## src/rtl/rv_multicycle_datapath.sv

```systemverilog
// rv_multicycle_datapath: multi-cycle RV32I datapath with the control FSM
// (IF/ID/EX/MEM/WB), PC, IR, register file, ALU, immediate generator and
// branch compare. Control strobes come from an external controller that
// decodes opcode/func3/func7.
// Ports:
//   clk, rst_n                  clock (rising edge), async active-low reset
//   imem_req/imem_addr/instr/instr_valid       instruction fetch handshake
//   dmem_req/we/addr/wdata/rdata/ready         data memory handshake
//   MemtoReg..jalr, branch, ALUctl             controller strobes
//   opcode, func3, func7                       IR fields for the controller
//   state                                      FSM state (IF=0..WB=4)
//   retire                                     high on the last cycle of an instruction
module rv_multicycle_datapath #(
  parameter int XLEN = 32,
  parameter int ROM_AW = 8,
  parameter int RAM_AW = 10,
  parameter logic [XLEN-1:0] RESET_PC = '0
) (
  input  logic              clk,
  input  logic              rst_n,
  output logic              imem_req,
  output logic [ROM_AW-1:0] imem_addr,
  input  logic [31:0]       instr,
  input  logic              instr_valid,
  output logic              dmem_req,
  output logic              dmem_we,
  output logic [RAM_AW-1:0] dmem_addr,
  output logic [XLEN-1:0]   dmem_wdata,
  input  logic [XLEN-1:0]   dmem_rdata,
  input  logic              dmem_ready,
  input  logic              MemtoReg,
  input  logic              ALUSrc,
  input  logic              RegWrite,
  input  logic              MemRead,
  input  logic              MemWrite,
  input  logic              lui,
  input  logic              U_type,
  input  logic              jal,
  input  logic              jalr,
  input  logic [5:0]        branch,
  input  logic [3:0]        ALUctl,
  output logic [6:0]        opcode,
  output logic [2:0]        func3,
  output logic              func7,
  output logic [2:0]        state,
  output logic              retire
);
  typedef enum logic [2:0] {S_IF = 3'd0, S_ID = 3'd1, S_EX = 3'd2, S_MEM = 3'd3, S_WB = 3'd4} state_t;

  state_t            state_q;
  logic [XLEN-1:0]   pc, pc_next, a, b, alu_out, mdr;
  logic [31:0]       ir;
  logic [XLEN-1:0]   rf [32];
  logic [31:0]       imm32;
  logic [XLEN-1:0]   imm, op2, alu_res, wb_data, jump_tgt;
  logic [4:0]        rs1, rs2, rd, shamt;
  logic              taken;

  assign rs1 = ir[19:15];
  assign rs2 = ir[24:20];
  assign rd  = ir[11:7];
  assign opcode = ir[6:0];
  assign func3  = ir[14:12];
  assign func7  = ir[30];
  assign state  = state_q;

  assign imem_req   = (state_q == S_IF);
  assign imem_addr  = pc[ROM_AW+1:2];
  assign dmem_req   = (state_q == S_MEM);
  assign dmem_we    = (state_q == S_MEM) & MemWrite;
  assign dmem_addr  = alu_out[RAM_AW-1:0];
  assign dmem_wdata = b;
  // Store retires straight out of MEM; everything else retires in WB.
  assign retire = (state_q == S_WB) | ((state_q == S_MEM) & MemWrite & dmem_ready);

  // Immediate by instruction format, keyed on the opcode held in IR.
  always_comb begin
    imm32 = {{20{ir[31]}}, ir[31:20]};
    case (ir[6:0])
      7'b0100011: imm32 = {{20{ir[31]}}, ir[31:25], ir[11:7]};
      7'b1100011: imm32 = {{19{ir[31]}}, ir[31], ir[7], ir[30:25], ir[11:8], 1'b0};
      7'b0110111,
      7'b0010111: imm32 = {ir[31:12], 12'b0};
      7'b1101111: imm32 = {{11{ir[31]}}, ir[31], ir[19:12], ir[20], ir[30:21], 1'b0};
      default:    imm32 = {{20{ir[31]}}, ir[31:20]};
    endcase
    imm = {XLEN{imm32[31]}};
    imm[31:0] = imm32;
  end

  assign op2   = ALUSrc ? imm : b;
  assign shamt = op2[4:0];

  always_comb begin
    alu_res = '0;
    case (ALUctl)
      4'd0: alu_res = a + op2;
      4'd1: alu_res = a - op2;
      4'd2: alu_res = a << shamt;
      4'd3: alu_res[0] = $signed(a) < $signed(op2);
      4'd4: alu_res[0] = a < op2;
      4'd5: alu_res = a ^ op2;
      4'd6: alu_res = a >> shamt;
      4'd7: alu_res = $signed(a) >>> shamt;
      4'd8: alu_res = a | op2;
      4'd9: alu_res = a & op2;
      default: alu_res = '0;
    endcase
  end

  // Branch compare always looks at the two register operands, never imm.
  assign taken = (branch[0] & (a == b)) |
                 (branch[1] & (a != b)) |
                 (branch[2] & ($signed(a) <  $signed(b))) |
                 (branch[3] & ($signed(a) >= $signed(b))) |
                 (branch[4] & (a <  b)) |
                 (branch[5] & (a >= b));

  assign jump_tgt = jalr ? {alu_res[XLEN-1:1], 1'b0} :
                    (taken | jal) ? pc + imm : pc + XLEN'(4);

  // pc still holds this instruction's address here; it is updated on the same edge.
  assign wb_data = U_type ? (lui ? imm : pc + imm) :
                   (jal | jalr) ? pc + XLEN'(4) :
                   MemtoReg ? mdr : alu_out;

  always_ff @(posedge clk or negedge rst_n) begin
    if (!rst_n) begin
      state_q <= S_IF;
      pc      <= RESET_PC;
      pc_next <= '0;
      ir      <= '0;
      a       <= '0;
      b       <= '0;
      alu_out <= '0;
      mdr     <= '0;
      for (int i = 0; i < 32; i++) rf[i] <= '0;
    end else begin
      case (state_q)
        S_IF: if (instr_valid) begin
          ir      <= instr;
          state_q <= S_ID;
        end
        S_ID: begin
          // x0 is never written, so it reads its reset value of zero.
          a       <= rf[rs1];
          b       <= rf[rs2];
          state_q <= S_EX;
        end
        S_EX: begin
          alu_out <= alu_res;
          pc_next <= jump_tgt;
          state_q <= (MemRead | MemWrite) ? S_MEM : S_WB;
        end
        S_MEM: if (dmem_ready) begin
          if (MemWrite) begin
            pc      <= pc_next;
            state_q <= S_IF;
          end else begin
            mdr     <= dmem_rdata;
            state_q <= S_WB;
          end
        end
        S_WB: begin
          if (RegWrite && rd != 5'd0) rf[rd] <= wb_data;
          pc      <= pc_next;
          state_q <= S_IF;
        end
        default: state_q <= S_IF;
      endcase
    end
  end
endmodule

```

## config.mk

```make
export PLATFORM = sky130hd
export DESIGN_NAME = rv_multicycle_datapath
export DESIGN_NICKNAME = d
export VERILOG_FILES = /design/src/rtl/rv_multicycle_datapath.sv
export SDC_FILE = /design/constraint.sdc
export NUM_CORES = 2
export LEC_CHECK = 0
export CELL_PAD_IN_SITES_DETAIL_PLACEMENT = 1
export CELL_PAD_IN_SITES_GLOBAL_PLACEMENT = 1
export CORE_UTILIZATION = 40
export CTS_CLUSTER_DIAMETER = 150
export DETAILED_ROUTE_END_ITERATION = 6
export PLACE_DENSITY_LB_ADDON = 0.1
export RECOVER_POWER = 25
export REMOVE_ABC_BUFFERS = 1
export SLEW_MARGIN = 30
export SYNTH_ARGS = -nofsm -noshare
export SYNTH_HDL_FRONTEND = slang
export SYNTH_SLANG_ARGS = --single-unit
```

## constraint.sdc

```tcl
create_clock -name clk -period 5.4 [get_ports clk]
set_input_delay 1.08 -clock clk [delete_from_list [all_inputs] [get_ports clk]]
set_output_delay 1.08 -clock clk [all_outputs]
set_load 0.01 [all_outputs]
```

==> summary.md <==
| Metric | Value |
|---|---|
| Distinct cells, synth | 100 |
| Wirelength per Cell | 33.61 um |
| Final Hold Viols | 0 |
| Worst-Skew Late Latency | about 0.84 ns |
| Buffers and inverters on the worst path | 2 |
| Pwr Total | between 50000 and 60000 uW |
| Leading cell type in the layout, fill and taps excluded | dfrtp_1 |
| H-tree depth | 4 |
| Iteration-0 DRC count of the detailed router | between 5000 and 6000 |
| Register area share after synthesis | approximately 42% |
| Min cycle time layout | around 5.3 ns |
| Post-CTS Setup Inserts | 0 |
| Area share of the largest cell type after synthesis | roughly 42% |
| Post-Route Setup TNS | 0 ns |
| Vias in the first global route | 63663 |
| CTS Root Cell | clkbuf_16 |
| FMAX | 0.1891 GHz |
| Synthesized instance count | around 7000 |
| Buffer depth of the longest clock path | 3 |
| R2R setup slack | 0.11 ns |
| GRT overflow | 0 |
| Critical path origin | ir[4] |
| CP Capture Type | flip-flop |
| Vias | slightly above 60000 |
| TritonCTS clock tree | done |
| R2R depth | 18 |
| Die boundary height | around 440 um |
| Routability cong. | about 1.0 |
| Worst-path clk slew | approximately 0.06 ns |
| Die W | 436.2 um |
| Worst Skew | between 0.04 and 0.05 ns |
| VDD IR max | roughly 0.00040 V |
| Synth area leaders | dfrtp_1, mux4_2, o21ai_0 |
| Most frequent cells in the layout | dfrtp_1, nand2_1, o21ai_0, mux4_2, buf_4 |
| First-pass GRT wire length | around 480000 um |
| Worst Slack Setup Final | between 0.1 and 0.15 ns |
| CP top delay family | compound AO/OA/AOI/OAI gates |
| Failing checks | max-capacitance violations, max-slew violations |
| Worst r2r dst | pc_next[18] |
| Syn-to-layout area delta | 14.10% |
| WP depth | 18 |
| Cell Area, Synth | ~75000 sq um |
| Outcome | finished with violations |
| Placement Cell Area | 81100 sq um |
| RSZ-0062 raised after global routing | no |
| Total wire length | roughly 330000 um |
| Slew Viols, Final | 711 |
| CP required | roughly 6.1 ns |
| Top_reg_cell synth | dfrtp_1 |
| Residual DRC | 0 |
| Cell Pwr Density | about 590 nW/um^2 |
| Flop and latch count out of synthesis | between 1000 and 1500 |
| Rows | around 160 |
| Clock sinks | roughly 1300 |
| Slew of the pin with the lowest slew margin | 2.831 ns |
| Post-Layout Cell Count | around 9800 |
| TritonRoute pass-1 iters | 6 |
| Drt via density | 6.304 |
| Final setup viols | 0 |
| Antenna violations before repair | 15 |
| CP startpoint kind | flip-flop |
| Buffers on Ports | ~150 |
| Hold Crit Class | flip-flop to flip-flop |
| WS Path Type | flip-flop to flip-flop |
| Layout cell share with drive strength beyond 1 | 21.79% |
| Post-synth EDFFs | 0 |
| Max stage delay on crit path | 0.65 ns |
| Slew headroom | -88.74% |
| Reg2Reg Launch Point | ir[4] |
| Global-route usage over all layers | about a third |
| Design area | 86030 sq um |
| Largest area contributor in the netlist | dfrtp_1 |
| Largest net degree at the start of global routing | roughly 130 |
| Synth warn | 0 |
| Ports | approximately 160 |
| Leak pwr | between 0.03 and 0.04 uW |
| Arrival @ worst endpoint | 5.96 ns |
| Die area | between 150000 and 200000 sq um |
| CTS buffer count | 149 |
| Worst setup path endpoint | pc_next[18] |
| Post-route ant nets | 0 |
| Initial Util | approximately 40% |
| Cell mode on critical path | o21ai_0 |
| Core Box Area | 186200 sq um |
| Layout Nets | roughly 7400 |
| Async set or reset register ratio after synthesis | 100.0% |
| Synthesized area per cell | between 10 and 15 sq um |
| Max-cap viol count | 9 |
| CP max FO | 7 |
| Dpl cells | around 9500 |
| DP Wirelength | between 200000 and 250000 um |
| Placement Setup Slack | about 0.021 ns |
| Tcrit/Tclk final | roughly 100% |
| Worst path slowest cell | a2111oi_0 |
| Crit path cell chain | or3b_1, a21o_1, a311oi_4, nor2_4, ha_1, fa_1, a211oi_1, o21ai_0, nand3_1, nor2b_1, buf_4, a21oi_1, nand2b_1, a21oi_1, o21ai_0, a2111oi_0, buf_4, o21ai_0 |
[registers in the layout, indices dropped and copies added (netlist names)]
name / count
pc_next: 32
state: 3
alu_out: 32
a: 32
ir: 32
dmem_wdata: 32
rf: 1024
pc: 32
mdr: 32
[how the worst min path moves through the flow]
stage | to | from | cells after the start
floorplan | rf[1000] | rf[1000] | 0
global placement | rf[1012] | rf[1012] | 0
detailed placement | rf[1002] | rf[1002] | 0
CTS | rf[900] | rst_n | 1
global route | rf[999] | rf[999] | 0
finish | rf[1002] | rf[1002] | 0
[cells by family (layout without fill, tap and decap cells)]
group                    Yosys count  in the layout  share of synthesized area (%)
other                              0              8                              0
XOR/XNOR                          83             83                         0.9642
AO/OA/AOI/OAI                   1942           1942                          15.03
multiplexers                    1046           1046                          25.00
adder cells (fa/ha/maj)          166            166                          2.765
buffers and inverters            889            973                          4.653
AND/OR/NAND/NOR                 1821           1821                          10.07
flip-flops                      1251           1251                          41.52
[timing repair]
item | in CTS | in global routing
hold buffers | 0 | 0
setup endpoints to repair | 0 | 4
resized for setup | 0 | 3
[synthesized netlist by cell type, drive strengths merged, types with 9 or more instances]
cell and n:
a21oi 348, a21boi 11, inv 162, nor3 59
nor2b 38, buf 136, a21o 51, a211oi 84
a22oi 24, a211o 9, o221ai 26, a221oi 12
o22ai 26, o21bai 22, mux4 651, xnor2 56
dfrtp 1251, nor4 18, o21a 19, mux2 185
nand3 95, o211ai 33, o21ai 1059, nand2 1169
and3 15, nand2b 15, nand4 31, a22o 15
a311oi 14, a221o 21, o31ai 24, ha 165
a31oi 61, and2 20, clkbuf 589, mux2i 210
xor2 27, nor2 308, or2 12
[report_power, final]
part | switching (uW) | internal [uW] | total [uW] | leakage, uW
clock network | 4410 | 6010 | 10400 | 0.00243
logic | 17500 | 10100 | 27700 | 0.0172
registers | 2200 | 10800 | 13000 | 0.0171
[final cells by class]
class / instances / area [sq um]
fill: 20085 / 100200
multi-input combinational: 5058 / 41170
sequential: 1251 / 31340
timing repair buffer: 542 / 4763
clock buffer: 225 / 4365
tap: 2480 / 3103
clock inverter: 42 / 648.1
inverter: 164 / 615.6
antenna: 8 / 20.02
[through the flow]
step	util, %	hold WS (ns)
3_5_place_dp	43.55	0.3836
4_1_cts	46.24	0.1750
5_1_grt	46.19	0.4080
2_1_floorplan	-	0.3653
6_report	46.20	0.3956
3_3_place_gp	43.48	0.3766
[routing by layer]
layer | routed length (um) | GRT usage, %
met1 | 138300 | 46.83
met2 | 152300 | 54.24
met3 | 18680 | 4.991
met4 | 19070 | 17.22
met5 | 37 | 0
(Power assumes the default switching activity.)
